$ cat config.mk
export PLATFORM = sky130hd
export DESIGN_NAME = hazard_stall_controller
export DESIGN_NICKNAME = d
export VERILOG_FILES = /design/src/rtl/hazard_stall_controller.sv
export SDC_FILE = /design/constraint.sdc
export NUM_CORES = 1
export LEC_CHECK = 0
export ABC_AREA = 1
export CAP_MARGIN = 40
export CORE_ASPECT_RATIO = 1.4
export CORE_UTILIZATION = 40
export DETAILED_ROUTE_END_ITERATION = 10
export PLACE_DENSITY_LB_ADDON = 0.05
export REMOVE_ABC_BUFFERS = 1
export SYNTH_ARGS = -nofsm -noshare
export SYNTH_HDL_FRONTEND = slang
export SYNTH_SLANG_ARGS = --single-unit
$ cat constraint.sdc
create_clock -name clk -period 2.3 [get_ports clk]
set_clock_uncertainty 0.2 [all_clocks]
set_input_delay 0.69 -clock clk [delete_from_list [all_inputs] [get_ports clk]]
set_output_delay 0.69 -clock clk [all_outputs]
set_load 0.01 [all_outputs]
$ cat src/rtl/hazard_stall_controller.sv
// Pipeline hazard controller: load-use stalls, taken-branch flushes and the
// multi-cycle MDU start/wait handshake with timeout abort.
module hazard_stall_controller #(
  parameter int MDU_TIMEOUT = 64,
  parameter int CNT_W       = 16
) (
  input  logic             clk,
  input  logic             rst_n,
  input  logic [4:0]       IFID_rs1,
  input  logic [4:0]       IFID_rs2,
  input  logic             IFID_uses_rs1,
  input  logic             IFID_uses_rs2,
  input  logic [4:0]       IDEX_rd,
  input  logic             IDEX_MemRead,
  input  logic             IDEX_is_muldiv,
  input  logic             EX_branch_taken,
  input  logic             mdu_done,
  output logic             PC_write,
  output logic             IFID_write,
  output logic             IDEX_write,
  output logic             IFID_flush,
  output logic             IDEX_flush,
  output logic             EXMEM_bubble,
  output logic             mdu_start,
  output logic             mdu_error,
  output logic [CNT_W-1:0] stall_count
);

  localparam int WAIT_W = (MDU_TIMEOUT > 1) ? $clog2(MDU_TIMEOUT) : 1;
  localparam logic [WAIT_W-1:0] WAIT_LAST = WAIT_W'(MDU_TIMEOUT - 1);

  typedef enum logic {RUN, MDU_WAIT} state_t;

  state_t            state;
  state_t            state_next;
  logic [WAIT_W-1:0] wait_cnt;
  logic [WAIT_W-1:0] wait_next;
  logic              set_error;
  logic              load_use;

  // Register x0 never carries a real dependency, so a load to x0 cannot stall.
  assign load_use = IDEX_MemRead && (IDEX_rd != 5'd0) &&
                    ((IFID_uses_rs1 && (IDEX_rd == IFID_rs1)) ||
                     (IFID_uses_rs2 && (IDEX_rd == IFID_rs2)));

  always_comb begin
    PC_write     = 1'b1;
    IFID_write   = 1'b1;
    IDEX_write   = 1'b1;
    IFID_flush   = 1'b0;
    IDEX_flush   = 1'b0;
    EXMEM_bubble = 1'b0;
    mdu_start    = 1'b0;
    state_next   = state;
    wait_next    = wait_cnt;
    set_error    = 1'b0;
    case (state)
      RUN: begin
        if (EX_branch_taken) begin
          IFID_flush = 1'b1;
          IDEX_flush = 1'b1;
        end else if (IDEX_is_muldiv) begin
          mdu_start    = 1'b1;
          PC_write     = 1'b0;
          IFID_write   = 1'b0;
          IDEX_write   = 1'b0;
          EXMEM_bubble = 1'b1;
          state_next   = MDU_WAIT;
          wait_next    = '0;
        end else if (load_use) begin
          PC_write   = 1'b0;
          IFID_write = 1'b0;
          IDEX_flush = 1'b1;
        end
      end
      MDU_WAIT: begin
        // A done on the last allowed cycle still counts as a normal completion.
        if (mdu_done) begin
          state_next = RUN;
        end else if (wait_cnt == WAIT_LAST) begin
          EXMEM_bubble = 1'b1;
          set_error    = 1'b1;
          state_next   = RUN;
        end else begin
          PC_write     = 1'b0;
          IFID_write   = 1'b0;
          IDEX_write   = 1'b0;
          EXMEM_bubble = 1'b1;
          wait_next    = wait_cnt + WAIT_W'(1);
        end
      end
    endcase
  end

  always_ff @(posedge clk or negedge rst_n) begin
    if (!rst_n) begin
      state       <= RUN;
      wait_cnt    <= '0;
      mdu_error   <= 1'b0;
      stall_count <= '0;
    end else begin
      state    <= state_next;
      wait_cnt <= wait_next;
      if (set_error)
        mdu_error <= 1'b1;
      if (!PC_write && (stall_count != '1))
        stall_count <= stall_count + CNT_W'(1);
    end
  end

endmodule

Yosys cells after proc, flatten, opt, wreduce, memory -nomap -nowiden
Cells that the tools add are included.

operators by class
  add/subtract/negate cells = 2
  equality and inequality tests = 8
  mux-type cells = 30
  bitwise operators = 1
  reductions and logical operators = 9

operators by type and width
  kind                     number
  $mux W6                  4
  $mux W1                  21
  $add A16 B1 Y16 const B  1
  $ne A16 B16 Y1 const B   1
  $pmux W6 S2              1
  $eq A5 B5 Y1             2
  $ne A2 B2 Y1 const B     4
  $pmux W1 S2              4
  $add A6 B1 Y6 const B    1
  $eq A6 B6 Y1 const B     1
  $logic_and A1 B1 Y1      5
  $reduce_bool A5 Y1       1
  $reduce_and A4 Y1        1
  $logic_not A1 Y1         1
  $logic_or A1 B1 Y1       1
  $not A1 Y1               1

storage, ports and cells
  register bits after elaboration = 24
  input port bits = 23
  output and inout bits = 24
  logic and storage cells = 54

Depth between registers and ports, before layout
  depth after elaboration = 10
  depth in mapped cells = 12
  mapped depth without buffers = 11

Worst setup path after synthesis
Ideal clock, no wire load.

  path type = input-to-output
  from = input IDEX_rd[3]
  to = output PC_write
  arrival time = 1.696 ns
  path slack = -0.286 ns
  cell stages on the path = 11
  path buffers = 2
  cells stage by stage = inv_1 > nand2_1 > nand2_1 > nor2_1 > nand3_1 > nand2_1 > nand2_1 > nand2_2 > buf_2 > nand2_1 > buf_4

on the way
  cells in the longest elaborated chain, start to end = 8
  elaborated cells between the ends (all ways) = 12
  those cells by class = 2 x eq/ne; 4 x mux; 6 x reduce/logical

ends and longest elaborated chain
  item                                    RTL line  text
  from (decl)                             13        input logic [4:0] IDEX_rd,
  $eq A5 B5 Y1 (on tied branches)         43, 44
  $logic_and A1 B1 Y1 (on tied branches)  43, 44
  $logic_or A1 B1 Y1                      43        ((IFID_uses_rs1 && (IDEX_rd == IFID_rs1)) ||
  $logic_and A1 B1 Y1 *                   42        assign load_use = IDEX_MemRead && (IDEX_rd != 5'd0) &&
  $mux W1 * (3 in a row)                  n/a
  $pmux W1 S2 *                           n/a
  to (decl)                               18        output logic PC_write,

Mark *: on every way between the ends. The rest lies on a longest branch, timed or not.

Final worst setup path
  from = input IDEX_rd[3]
  to = output IDEX_flush

on the way
  cells in the longest elaborated chain, start to end = 8
  elaborated cells between the ends (all ways) = 12
  those cells by class = 2 x eq/ne; 4 x mux; 6 x reduce/logical

ends and longest elaborated chain
  item                                    RTL line  text
  $eq A5 B5 Y1 (on tied branches)         43, 44
  $logic_and A1 B1 Y1 (on tied branches)  43, 44
  $logic_or A1 B1 Y1                      43
  $logic_and A1 B1 Y1 *                   42
  $mux W1 *                               70        end else if (load_use) begin
  $mux W1 *                               62        end else if (IDEX_is_muldiv) begin
  $mux W1 *                               59        if (EX_branch_taken) begin
  $mux W1 *                               57        case (state)
  to (decl)                               22        output logic IDEX_flush,

Marked as above.

==> impl_metrics.py <==
metrics = {
    "worst_setup_path": {
        "cp.required_ns": 1.41,
        "critPathCaptureType": "output port",
        "cp_slowest_cell": "a31o_2",
        "crit_type": "input pin to output port",
        "path_cells": "buf_8 > inv_6 > nand4_1 > o21ai_1 > inv_1 > a31o_2 > buf_6",
        "crit_fanout": 4,
        "worst_path_largest_cell_delay_ns": 0.23,
        "cp.arrival_ns": 1.49,
        "cp-start-kind": "input pin",
    },
    "timing": {
        "setup_viol": 3,
        "finalHoldViolCount": 0,
        "fin_crit_sh_pct": 103,
        "slew_violations": 0,
        "fmaxAchievable_ghz": 0.420,
        "max-slew-margin-rel_pct": 78.8,
        "period_needed_ns": 2.38,
        "finalWorstSetupSlack_ns": -0.0800,
        "rsz0062_at_grt": "true",
        "final.setup.tns_ns": -0.238,
        "worst_pin_slew_ns": 0.317,
    },
    "clock_network": {
        "cts_tree": "built",
        "clock_path_buffers": 2,
        "cts_root_buf": "clkbuf_8",
        "clkTransAtPathRegs_ns": 0.09,
        "cts_buffers": 3,
        "hold_buffers": 0,
        "clk_latency_ns": 0.27,
        "h-tree-depth": 1,
        "clock_sinks": 24,
    },
    "logic_synthesis": {
        "synth_area_um2": 1640,
        "avgSynthCellArea_um2": 6.92,
        "synth_area_leaders": "dfrtp_1 (37%), nand2_1 (19%), inv_1 (7.6%), nand4_1 (7.2%), nor2_1 (5.3%)",
        "synth.top_cell.area_share_pct": 36.6,
        "synth-warning-count": 0,
        "synth_cell_types": 23,
        "synth_top_cell_by_area": "dfrtp_1",
        "ys_seq_elements": 24,
        "seq_area_frac_synth_pct": 36.6,
        "netlist_instances": 237,
    },
    "layout": {
        "n_antenna_cell": 0,
        "fillCellCount": 358,
        "syn_to_final_growth_pct": 57.7,
        "final_area_um2": 2590,
        "final_nets": 346,
        "layout-drive-gt1-share_pct": 32.2,
    },
    "place": {
        "port_buffers": 46,
        "gp_congestion": 0.803,
        "dpl-instance-area_um2": 2310,
        "dp_hpwl_um": 2980,
    },
    "drt": {
        "ant_nets": 0,
        "firstDrtPassIters": 4,
        "routed_wl_um": 4180,
        "drc": 0,
        "viasPerCell": 4.87,
        "vias": 1766,
        "drtIter0Drc": 51,
        "wl_per_cell_um": 11.5,
    },
    "run": {
        "maxCapViolCount": 0,
    },
    "pwr": {
        "p_leak_nw": 1.36,
        "finalPower_mw": 1.40,
        "p_int_uw": 934,
        "p_sw_uw": 464,
        "swShare_pct": 33.2,
        "power_density_nw_per_um2": 540,
        "p_clk_share_pct": 21.0,
        "ir_drop_mv": 0.442,
        "seqPwrFrac_pct": 40.8,
        "comb_power_share_pct": 38.2,
    },
    "global_route": {
        "top_usage_layer": "met2",
        "grt.met3_usage_pct": 2.17,
        "grt_use_total_pct": 20.2,
        "grt_pass1_vias": 1704,
        "grt_max_degree": 25,
        "gr-total-overflow": 0,
        "grt_util_met1_pct": 22.7,
        "met2_usage_pct": 38.2,
        "grt_pass1_wl_um": 7140,
        "antenna_found_initial": 0,
    },
    "floorplanning": {
        "die_area_um2": 4360,
        "initial_core_util_pct": 41.9,
        "die_x_um": 56.1,
        "die_y_um": 77.8,
        "fp-row-count": 27,
        "coreArea_um2": 3920,
        "io_pins": 47,
    },
    "run_status": {
        "violations": "negative setup slack",
        "status": "complete, but fails checks",
    },
    "worst_hold_path": {
        "hp-class": "flip-flop to flip-flop",
    },
}
## layer usage
metal,up-vias,part of all wire [%]
met5,-,0
met4,0,1.3
met3,6,2.3
met2,34,55
met1,803,41
li1,923,-
## cell families after synthesis
| family | after synthesis | share of synthesized area, % |
|---|---|---|
| XOR/XNOR | 14 | 7.48 |
| buffers and inverters | 39 | 9.84 |
| AO/OA/AOI/OAI | 11 | 4.12 |
| adder cells (fa/ha/maj) | 2 | 1.53 |
| flip-flops | 24 | 36.6 |
| AND/OR/NAND/NOR | 147 | 40.4 |
## critical path: cells and delay by family
kind                   cells  cell delay, ns
AND/OR/NAND/NOR            1            0.10
AO/OA/AOI/OAI              2            0.37
buffers and inverters      4            0.34
## layout make-up
cell class | instances | area [um2] | share of cell area, %
well taps | 43 | 53.8 | 2.08
repair buffers | 84 | 771 | 29.8
inverters | 34 | 145 | 5.61
clock buffers | 4 | 55.1 | 2.13
multi-input cells | 174 | 962 | 37.2
flip-flops and latches | 24 | 601 | 23.2
## repair_timing
item,CTS,global route
endpoints found under the setup margin,23,24
setup buffers,16,4
gates cloned,0,0
pin swaps,29,25
resized for setup,132,31
## Yosys cell counts
| library cell | instances |
|---|---|
| a31o_2 | 1 |
| nor2_1 | 23 |
| xor2_1 | 8 |
| buf_2 | 3 |
| nor2_4 | 2 |
| ha_1 | 2 |
| nand2_2 | 2 |
| nand3_1 | 14 |
| nand3_2 | 1 |
| inv_1 | 33 |
| xnor2_1 | 6 |
| dfrtp_1 | 24 |
| nand4_1 | 19 |
| a21oi_1 | 3 |
| o21ai_0 | 4 |
| inv_2 | 1 |
| buf_6 | 1 |
| o31ai_1 | 2 |
| nor3_1 | 2 |
| nand4_4 | 1 |
| buf_4 | 1 |
| o21ai_2 | 1 |
| nand2_1 | 83 |
## state kept, by name, summed over array words and instances (netlist names)
name,flops
wait_cnt,6
stall_count,16
mdu_error,1
state,1
## metrics by stage
stage | setup WS, ns | std cells | hold WS (ns) | utilization (%)
final | -0.0800 | 363 | 0.318 | 66.0
after global routing | -0.209 | 363 | 0.341 | 66.0
after CTS | -0.0950 | 364 | 0.305 | 64.2
after detailed placement | -0.963 | 344 | 0.283 | 58.8
after global placement | -0.953 | 344 | 0.289 | 58.8
after floorplan | -0.0832 | 232 | 0.194 | -
## power groups by stage
stage,Clock [mW],Sequential [mW],Combinational (mW)
after floorplan,0,0.581,0.205
after global routing,0.320,0.583,0.593
after global placement,0,0.574,0.463
final,0.294,0.570,0.534
after CTS,0.300,0.571,0.507
after detailed placement,0,0.579,0.466
## path summary, 6_finish.rpt
kind / end / slack [ns] / depth (start not counted) / startpoint
setup / recovery: IDEX_flush / -0.08 / 7 / IDEX_rd[3]
hold / removal: wait_cnt[4] / 0.32 / 2 / wait_cnt[4]
setup reg to reg: wait_cnt[4] / 0.08 / 14 / wait_cnt[0]
hold reg to reg: wait_cnt[4] / 0.32 / 2 / wait_cnt[4]
max in group asynchronous: stall_count[11] / 1.08 / 2 / rst_n
min in group asynchronous: state / 0.58 / 2 / rst_n
## placed cells by master (no fill, tap or decap), drive strengths merged
| master | instances |
|---|---|
| nand2 | 85 |
| buf | 59 |
| inv | 34 |
| nor2 | 25 |
| dfrtp | 24 |
| nand4 | 20 |
| clkdlybuf4s50 | 18 |
| nand3 | 15 |
| xor2 | 8 |
| xnor2 | 6 |
| clkbuf | 5 |
| o21ai | 5 |
| a21oi | 3 |
| dlygate4sd2 | 3 |
| clkdlybuf4s15 | 3 |
| nor3 | 2 |
| o31ai | 2 |
| ha | 2 |
| a31o | 1 |
No activity file was read; power rests on OpenSTA's default activity.
